File: src/rtl/sha_1_pkg.sv
// Shared types and constants for the SHA-1 padder and its word mask.
package sha_1_pkg;

    localparam int unsigned SHA1_BLOCK_WORDS = 16;
    localparam int unsigned SHA1_WORD_W      = 32;
    localparam logic [7:0]  SHA1_PAD_BYTE    = 8'h80;
    localparam logic [SHA1_WORD_W-1:0] SHA1_PAD_WORD = {SHA1_PAD_BYTE, 24'h000000};

    // W0 lives at index 0
    typedef logic [SHA1_BLOCK_WORDS-1:0][SHA1_WORD_W-1:0] sha1_block_t;

    typedef enum logic [2:0] {
        IDLE = 3'd0,
        FILL = 3'd1,
        PAD  = 3'd2,
        LEN  = 3'd3,
        HOLD = 3'd4,
        GAP  = 3'd5
    } pad_state_t;

endpackage

File: src/rtl/sha_1_word_mask.sv
// Inserts the 0x80 pad byte after the valid bytes of a final word and zeroes the rest.
module sha_1_word_mask
    import sha_1_pkg::*;
(
    input  logic [SHA1_WORD_W-1:0] in_data,
    input  logic [2:0]             in_nbytes,
    output logic [SHA1_WORD_W-1:0] pad_word
);

    // Valid bytes are counted from the MSB; 4 or more leaves the word untouched
    always_comb begin
        pad_word = in_data;
        unique case (in_nbytes)
            3'd0:    pad_word = {SHA1_PAD_BYTE, 24'h000000};
            3'd1:    pad_word = {in_data[31:24], SHA1_PAD_BYTE, 16'h0000};
            3'd2:    pad_word = {in_data[31:16], SHA1_PAD_BYTE, 8'h00};
            3'd3:    pad_word = {in_data[31:8], SHA1_PAD_BYTE};
            default: pad_word = in_data;
        endcase
    end

endmodule

File: src/rtl/sha_1_padder.sv
// FIPS 180-4 padder feeding 512-bit blocks to the SHA-1 core over a level start/done handshake.
// Optional block counter output enabled by defining SHA_1_PADDER_BLKCNT_EN.
module sha_1_padder
    import sha_1_pkg::*;
#(
    parameter int unsigned LEN_W      = 64,
    parameter int unsigned GAP_CYCLES = 4
) (
    input  logic                   clk,
    input  logic                   reset,
    input  logic                   in_valid,
    output logic                   in_ready,
    input  logic [SHA1_WORD_W-1:0] in_data,
    input  logic                   in_last,
    input  logic [2:0]             in_nbytes,
    output sha1_block_t            blk_data,
    output logic                   blk_start,
    output logic                   blk_first,
    output logic                   blk_last,
    input  logic                   blk_done,
`ifdef SHA_1_PADDER_BLKCNT_EN
    output logic [15:0]            blk_count,
`endif
    output logic                   msg_done
);

    localparam int unsigned WI_W  = 5;
    localparam int unsigned GAP_W = $clog2(GAP_CYCLES + 1);

    pad_state_t       state;
    logic [WI_W-1:0]  wi;
    logic [LEN_W-1:0] len_q;
    logic             pend80;
    logic             pad_next;
    logic             done_seen;
    logic             hold_armed;
    logic [GAP_W-1:0] gap_cnt;

    logic                   accept_c;
    logic                   first_beat_c;
    logic                   hold_exit_c;
    logic                   short_last_c;
    logic [2:0]             eff_nb_c;
    logic [LEN_W-1:0]       len_inc_c;
    logic [63:0]            len64_c;
    logic [SHA1_WORD_W-1:0] pad_word_c;
    logic [SHA1_WORD_W-1:0] word_c;

    sha_1_word_mask u_word_mask (
        .in_data   (in_data),
        .in_nbytes (in_nbytes),
        .pad_word  (pad_word_c)
    );

    // Beat decode: non-final words always count as four bytes
    always_comb begin
        accept_c     = in_valid && in_ready;
        first_beat_c = accept_c && (state == IDLE);
        short_last_c = in_last && (in_nbytes < 3'd4);
        eff_nb_c     = short_last_c ? in_nbytes : 3'd4;
        len_inc_c    = LEN_W'({eff_nb_c, 3'b000});
        word_c       = short_last_c ? pad_word_c : in_data;
        len64_c      = 64'(len_q);
        hold_exit_c  = (state == HOLD) && hold_armed && (blk_done || done_seen);
    end

    // Padder FSM with registered handshake outputs and block words
    always_ff @(posedge clk) begin
        if (reset) begin
            state      <= IDLE;
            wi         <= '0;
            len_q      <= '0;
            pend80     <= 1'b0;
            pad_next   <= 1'b0;
            done_seen  <= 1'b0;
            hold_armed <= 1'b0;
            gap_cnt    <= '0;
            in_ready   <= 1'b0;
            blk_data   <= '0;
            blk_start  <= 1'b0;
            blk_first  <= 1'b0;
            blk_last   <= 1'b0;
            msg_done   <= 1'b0;
        end else begin
            msg_done <= 1'b0;
            unique case (state)
                IDLE: begin
                    if (first_beat_c) begin
                        blk_data[0] <= word_c;
                        wi          <= WI_W'(1);
                        len_q       <= len_inc_c;
                        blk_first   <= 1'b1;
                        pend80      <= in_last && !short_last_c;
                        if (in_last) begin
                            state    <= PAD;
                            in_ready <= 1'b0;
                        end else begin
                            state    <= FILL;
                        end
                    end else begin
                        in_ready <= 1'b1;
                    end
                end
                FILL: begin
                    if (wi == WI_W'(SHA1_BLOCK_WORDS)) begin
                        state      <= HOLD;
                        blk_start  <= 1'b1;
                        hold_armed <= 1'b0;
                        done_seen  <= 1'b0;
                    end else if (accept_c) begin
                        blk_data[wi[3:0]] <= word_c;
                        wi                <= wi + WI_W'(1);
                        len_q             <= len_q + len_inc_c;
                        if (in_last) begin
                            pend80   <= !short_last_c;
                            state    <= PAD;
                            in_ready <= 1'b0;
                        end else if (wi == WI_W'(SHA1_BLOCK_WORDS - 1)) begin
                            in_ready <= 1'b0;
                        end
                    end
                end
                PAD: begin
                    if (pend80 && (wi < WI_W'(SHA1_BLOCK_WORDS))) begin
                        blk_data[wi[3:0]] <= SHA1_PAD_WORD;
                        pend80            <= 1'b0;
                        wi                <= wi + WI_W'(1);
                    end else if (wi < WI_W'(14)) begin
                        blk_data[wi[3:0]] <= '0;
                        wi                <= wi + WI_W'(1);
                    end else if (wi == WI_W'(14)) begin
                        state <= LEN;
                    end else if (wi == WI_W'(15)) begin
                        blk_data[15] <= '0;
                        wi           <= WI_W'(16);
                    end else begin
                        // Block full before the length fits: another pad block follows
                        state      <= HOLD;
                        pad_next   <= 1'b1;
                        blk_start  <= 1'b1;
                        hold_armed <= 1'b0;
                        done_seen  <= 1'b0;
                    end
                end
                LEN: begin
                    blk_data[14] <= len64_c[63:32];
                    blk_data[15] <= len64_c[31:0];
                    blk_last     <= 1'b1;
                    state        <= HOLD;
                    blk_start    <= 1'b1;
                    hold_armed   <= 1'b0;
                    done_seen    <= 1'b0;
                end
                HOLD: begin
                    // First high cycle only arms; an early done is remembered
                    hold_armed <= 1'b1;
                    if (hold_exit_c) begin
                        blk_start <= 1'b0;
                        msg_done  <= blk_last;
                        done_seen <= 1'b0;
                        gap_cnt   <= '0;
                        state     <= GAP;
                    end else if (blk_done) begin
                        done_seen <= 1'b1;
                    end
                end
                GAP: begin
                    if (gap_cnt == GAP_W'(GAP_CYCLES - 1)) begin
                        blk_data  <= '0;
                        wi        <= '0;
                        blk_first <= 1'b0;
                        blk_last  <= 1'b0;
                        if (pad_next) begin
                            pad_next <= 1'b0;
                            state    <= PAD;
                        end else if (blk_last) begin
                            state    <= IDLE;
                            in_ready <= 1'b1;
                        end else begin
                            state    <= FILL;
                            in_ready <= 1'b1;
                        end
                    end else begin
                        gap_cnt <= gap_cnt + GAP_W'(1);
                    end
                end
                default: begin
                    state    <= IDLE;
                    in_ready <= 1'b0;
                end
            endcase
        end
    end

`ifdef SHA_1_PADDER_BLKCNT_EN
    // Saturating count of blocks accepted by the core within the current message
    always_ff @(posedge clk) begin
        if (reset || first_beat_c) begin
            blk_count <= '0;
        end else if (hold_exit_c && (blk_count != 16'hFFFF)) begin
            blk_count <= blk_count + 16'd1;
        end
    end
`endif

endmodule

File: config.mk
export PLATFORM = sky130hd
export DESIGN_NAME = sha_1_padder
export DESIGN_NICKNAME = d
export VERILOG_FILES = /design/src/rtl/sha_1_pkg.sv /design/src/rtl/sha_1_word_mask.sv /design/src/rtl/sha_1_padder.sv
export SDC_FILE = /design/constraint.sdc
export NUM_CORES = 1
export LEC_CHECK = 0
export CAP_MARGIN = 30
export CORE_MARGIN = 5
export CORE_UTILIZATION = 50
export CTS_BUF_LIST = sky130_fd_sc_hd__clkbuf_4 sky130_fd_sc_hd__clkbuf_8
export CTS_CLUSTER_SIZE = 25
export DETAILED_ROUTE_END_ITERATION = 6
export PLACE_DENSITY = 0.82
export SLEW_MARGIN = 20
export SYNTH_ARGS = -nofsm -noshare
export SYNTH_HDL_FRONTEND = slang
export SYNTH_HIERARCHICAL = 1
export SYNTH_SLANG_ARGS = --single-unit
File: constraint.sdc
create_clock -name clk -period 5.2 [get_ports clk]
set_clock_uncertainty 0.2 [all_clocks]
set_input_delay 1.04 -clock clk [delete_from_list [all_inputs] [get_ports clk]]
set_output_delay 1.04 -clock clk [all_outputs]
set_load 0.005 [all_outputs]
==> results.sh <==
export IMPL_run_status="finished, final reports clean"
export IMPL_synth_simple_gate_area_share=0.103
export IMPL_grt_ovfl_total=0
export IMPL_drive_above_1_share=0.112
export IMPL_p_per_area_nw_per_um2=350
export IMPL_internal_power_uw=7630
export IMPL_crit_end="len64_c[47]"
export IMPL_clk_pin_slew_ps=60
export IMPL_synth_fa_ha_area_frac=0.00674
export IMPL_fin_nets=2658
export IMPL_comb_power_share=0.140
export IMPL_post_cts_resized=0
export IMPL_ant_nets=0
export IMPL_drv_slew=0
export IMPL_ff2ff_path_depth=10
export IMPL_seq_area_frac_synth=0.551
export IMPL_cts_buffer_depth=3
export IMPL_synthTopCellsByArea="dfxtp_1 (55%), a22o_1 (19%), o21ai_0 (2.4%)"
export IMPL_ys_warn_count=6
export IMPL_r2r_setup_slack_ps=1780
export IMPL_wl_um=85500
export IMPL_syn_instance_count=2055
export IMPL_grtUsageTotal=0.340
export IMPL_ctsHtreeMaxLevel=3
export IMPL_die_w_um=218
export IMPL_place_gp_congestion=0.965
export IMPL_clock_latency_ps=660
export IMPL_grt_pass1_wl_um=125000
export IMPL_first_pass_iters=6
export IMPL_grt_pass1_vias=19900
export IMPL_cts_sinks=593
export IMPL_critical_path_cell_chain="clkdlybuf4s50_1 > nor2b_1 > and2_1 > ha_1 > inv_1 > fa_1 > nor2b_1 > o211a_1 > nand4_1 > buf_4 > or4_1 > a21oi_1"
export IMPL_timing_rr_end="blk_data[354]"
export IMPL_path_max_fanout=20
export IMPL_synth_compound_area_frac=0.271
export IMPL_antenna_found_initial=1
export IMPL_hold_class="flip-flop to flip-flop"
export IMPL_syn_area_um2=21500
export IMPL_post_route_period_util=0.729
export IMPL_path_class="input pin to flip-flop"
export IMPL_power_uw=10500
export IMPL_synth_top_family_by_area="compound AO/OA/AOI/OAI gates"
export IMPL_setup_tns_ps=0
export IMPL_mostFrequentLayoutCell="dfxtp_1"
export IMPL_fillers=3062
export IMPL_finalWorstSetupSlack_ps=1410
export IMPL_power_leakage_uw=0.0113
export IMPL_tightestPinTransition_ps=997
export IMPL_synth_edf_count=0
export IMPL_viasPerCell=6.26
export IMPL_synth_largest_area_cell="dfxtp_1"
export IMPL_cp_end_kind="flip-flop"
export IMPL_p_sw_frac=0.275
export IMPL_cts_root_buf="clkbuf_8"
export IMPL_areaGrowthSynthToFinish_pct=39.6
export IMPL_finalHoldViolCount=0
export IMPL_synth_cell_types=72
export IMPL_fp_dieArea_um2=47300
export IMPL_max_freq_mhz=264
export IMPL_crit_start="in_last"
export IMPL_synth_top_area_frac=0.551
export IMPL_grt_max_degree=59
export IMPL_max_slew_margin_rel=0.334
export IMPL_avgSynthCellArea_um2=10.5
export IMPL_vias=20400
export IMPL_numPortBuffers=556
export IMPL_place_hpwl_um=59400
export IMPL_setup_viol=0
export IMPL_max_cap_violations=0
export IMPL_worstReg2RegStart="wi[0]"
export IMPL_cts_hold_fix_buffers=0
export IMPL_drt_iter0_drc=2287
export IMPL_min_period_ps=3790
export IMPL_clkPwrFrac=0.403
export IMPL_synth_seq_cells=593
export IMPL_ios=557
export IMPL_fp_dieH_um=218
export IMPL_rows=76
export IMPL_initial_core_util=0.502
export IMPL_crit_path_start_kind="input pin"
export IMPL_max_stage_delay_ps=560
export IMPL_synthMuxAreaShare=0.0178
export IMPL_slowest_stage="clkdlybuf4s50_1"
export IMPL_crit_top_cell="nor2b_1"
export IMPL_core_area_um2=42900
export IMPL_drc=0
export IMPL_whs_path_depth=1
export IMPL_rsz0062_at_grt="no"
export IMPL_arrival_ps=4180
export IMPL_cts_setup_buffers=0
export IMPL_switchingPower_uw=2890
export IMPL_async_flop_share=0
export IMPL_cp_depth=12
export IMPL_syn_num_nets=2106
export IMPL_cts_tree="built"
export IMPL_peakVddDrop_mv=0.245
export IMPL_cts_buffers=91
export IMPL_crit_buf_inv=3
export IMPL_post_drt_wl_per_cell_um=26.2
export IMPL_synth_xor_area_frac=0.00894
export IMPL_place_ws_ps=748
export IMPL_critPathRequiredTime_ps=5590
export IMPL_mostFrequentLayoutCells="dfxtp_1 (593), clkdlybuf4s50_1 (555), a22o_1 (477), nand2_1 (131), clkbuf_8 (119)"
export IMPL_crit_family="simple AND/OR/NAND/NOR gates"
export IMPL_seq_power_share=0.457
export IMPL_synth_ff_type="dfxtp_1"
-- layout make-up --
cell class | count | area [µm²] | area share
clock inverter | 18 | 221 | 0.00736
timing repair buffer | 645 | 6340 | 0.211
multi-input combinational | 1254 | 9020 | 0.300
tap | 585 | 732 | 0.0243
sequential | 593 | 11900 | 0.395
antenna | 1 | 2.50 | 0.0000832
clock buffer | 140 | 1800 | 0.0597
inverter | 22 | 82.6 | 0.00275
-- cell usage after synthesis, drive strengths merged, types with 6 or more instances --
library cell and instances:
or3 28, a211oi 8, and2b 6, inv 22, buf 91, nor2 97
clkbuf 95, ha 10, nand3 31, o2bb2ai 34, and2 10, or4 17
xnor2 15, nand2 131, a21oi 79, nor3 15, dfxtp 593, mux2i 35
o31ai 13, xor2 7, o21ai 103, nor2b 27, a22o 477, nor4 7
nand4 25, and3 11
-- worst reg2reg max path, cell delays in order, from the launching register on --
cell and delay, ps:
dfxtp_1 360, inv_1 170, ha_1 290, nor4bb_1 370, buf_4 240, o311a_1 290
a21oi_2 40, buf_4 250, a21oi_4 660, buf_4 330, a22o_1 170
-- worst min-delay path by stage --
| stage | startpoint | endpoint | slack (ps) |
|---|---|---|---|
| after floorplan | gap_cnt[2] | gap_cnt[2] | 230 |
| after global placement | gap_cnt[2] | gap_cnt[2] | 240 |
| after global routing | blk_data[30] | blk_data[30] | 290 |
| final | blk_data[30] | blk_data[30] | 260 |
| after detailed placement | blk_data[22] | blk_data[22] | 250 |
| after CTS | blk_data[30] | blk_data[30] | 260 |
-- cells by family (layout without fill, tap and decap cells) --
kind of cell / Yosys count / count (layout)
AOI/OAI and AO/OA: 748 / 748
xor gates and xnor gates: 22 / 22
adders and majority gates: 11 / 11
buffers and inverters: 208 / 825
DFF: 593 / 593
muxes: 38 / 38
other: 0 / 1
and+or+nand+nor: 435 / 435
-- state kept, by name, indices dropped and copies added (netlist names) --
name        flops
blk_data      512
len64_c        61
wi              5
gap_cnt         3
state           3
blk_first       1
blk_last        1
blk_start       1
done_seen       1
hold_armed      1
in_ready        1
msg_done        1
pad_next        1
pend80          1
-- per-layer routing --
metal	vias to the layer above	track usage	wire length (µm)
met3	295	0.0805	9180
met2	1423	0.542	38600
met1	9861	0.427	32500
li1	8800	-	-
met5	-	0	0
met4	0	0.189	5220
-- power groups by stage --
stage	clock, µW	sequential (µW)	combinational, µW
2_1_floorplan	0	4880	700
3_3_place_gp	0	4890	1400
3_5_place_dp	0	4900	1430
4_1_cts	4270	4800	1440
5_1_grt	4480	4820	1540
6_report	4240	4810	1470
-- per-stage QoR --
| step | cell area [µm²] | instances | utilization | hold WS (ps) |
|---|---|---|---|---|
| after global routing | 30100 | 3258 | 0.701 | 287 |
| after floorplan | 21500 | 2055 | - | 232 |
| after detailed placement | 27900 | 3093 | 0.651 | 246 |
| after CTS | 29900 | 3251 | 0.698 | 265 |
| after global placement | 27900 | 3091 | 0.650 | 237 |
| final | 30100 | 3258 | 0.701 | 260 |
No activity file was read; power rests on OpenSTA's default activity.
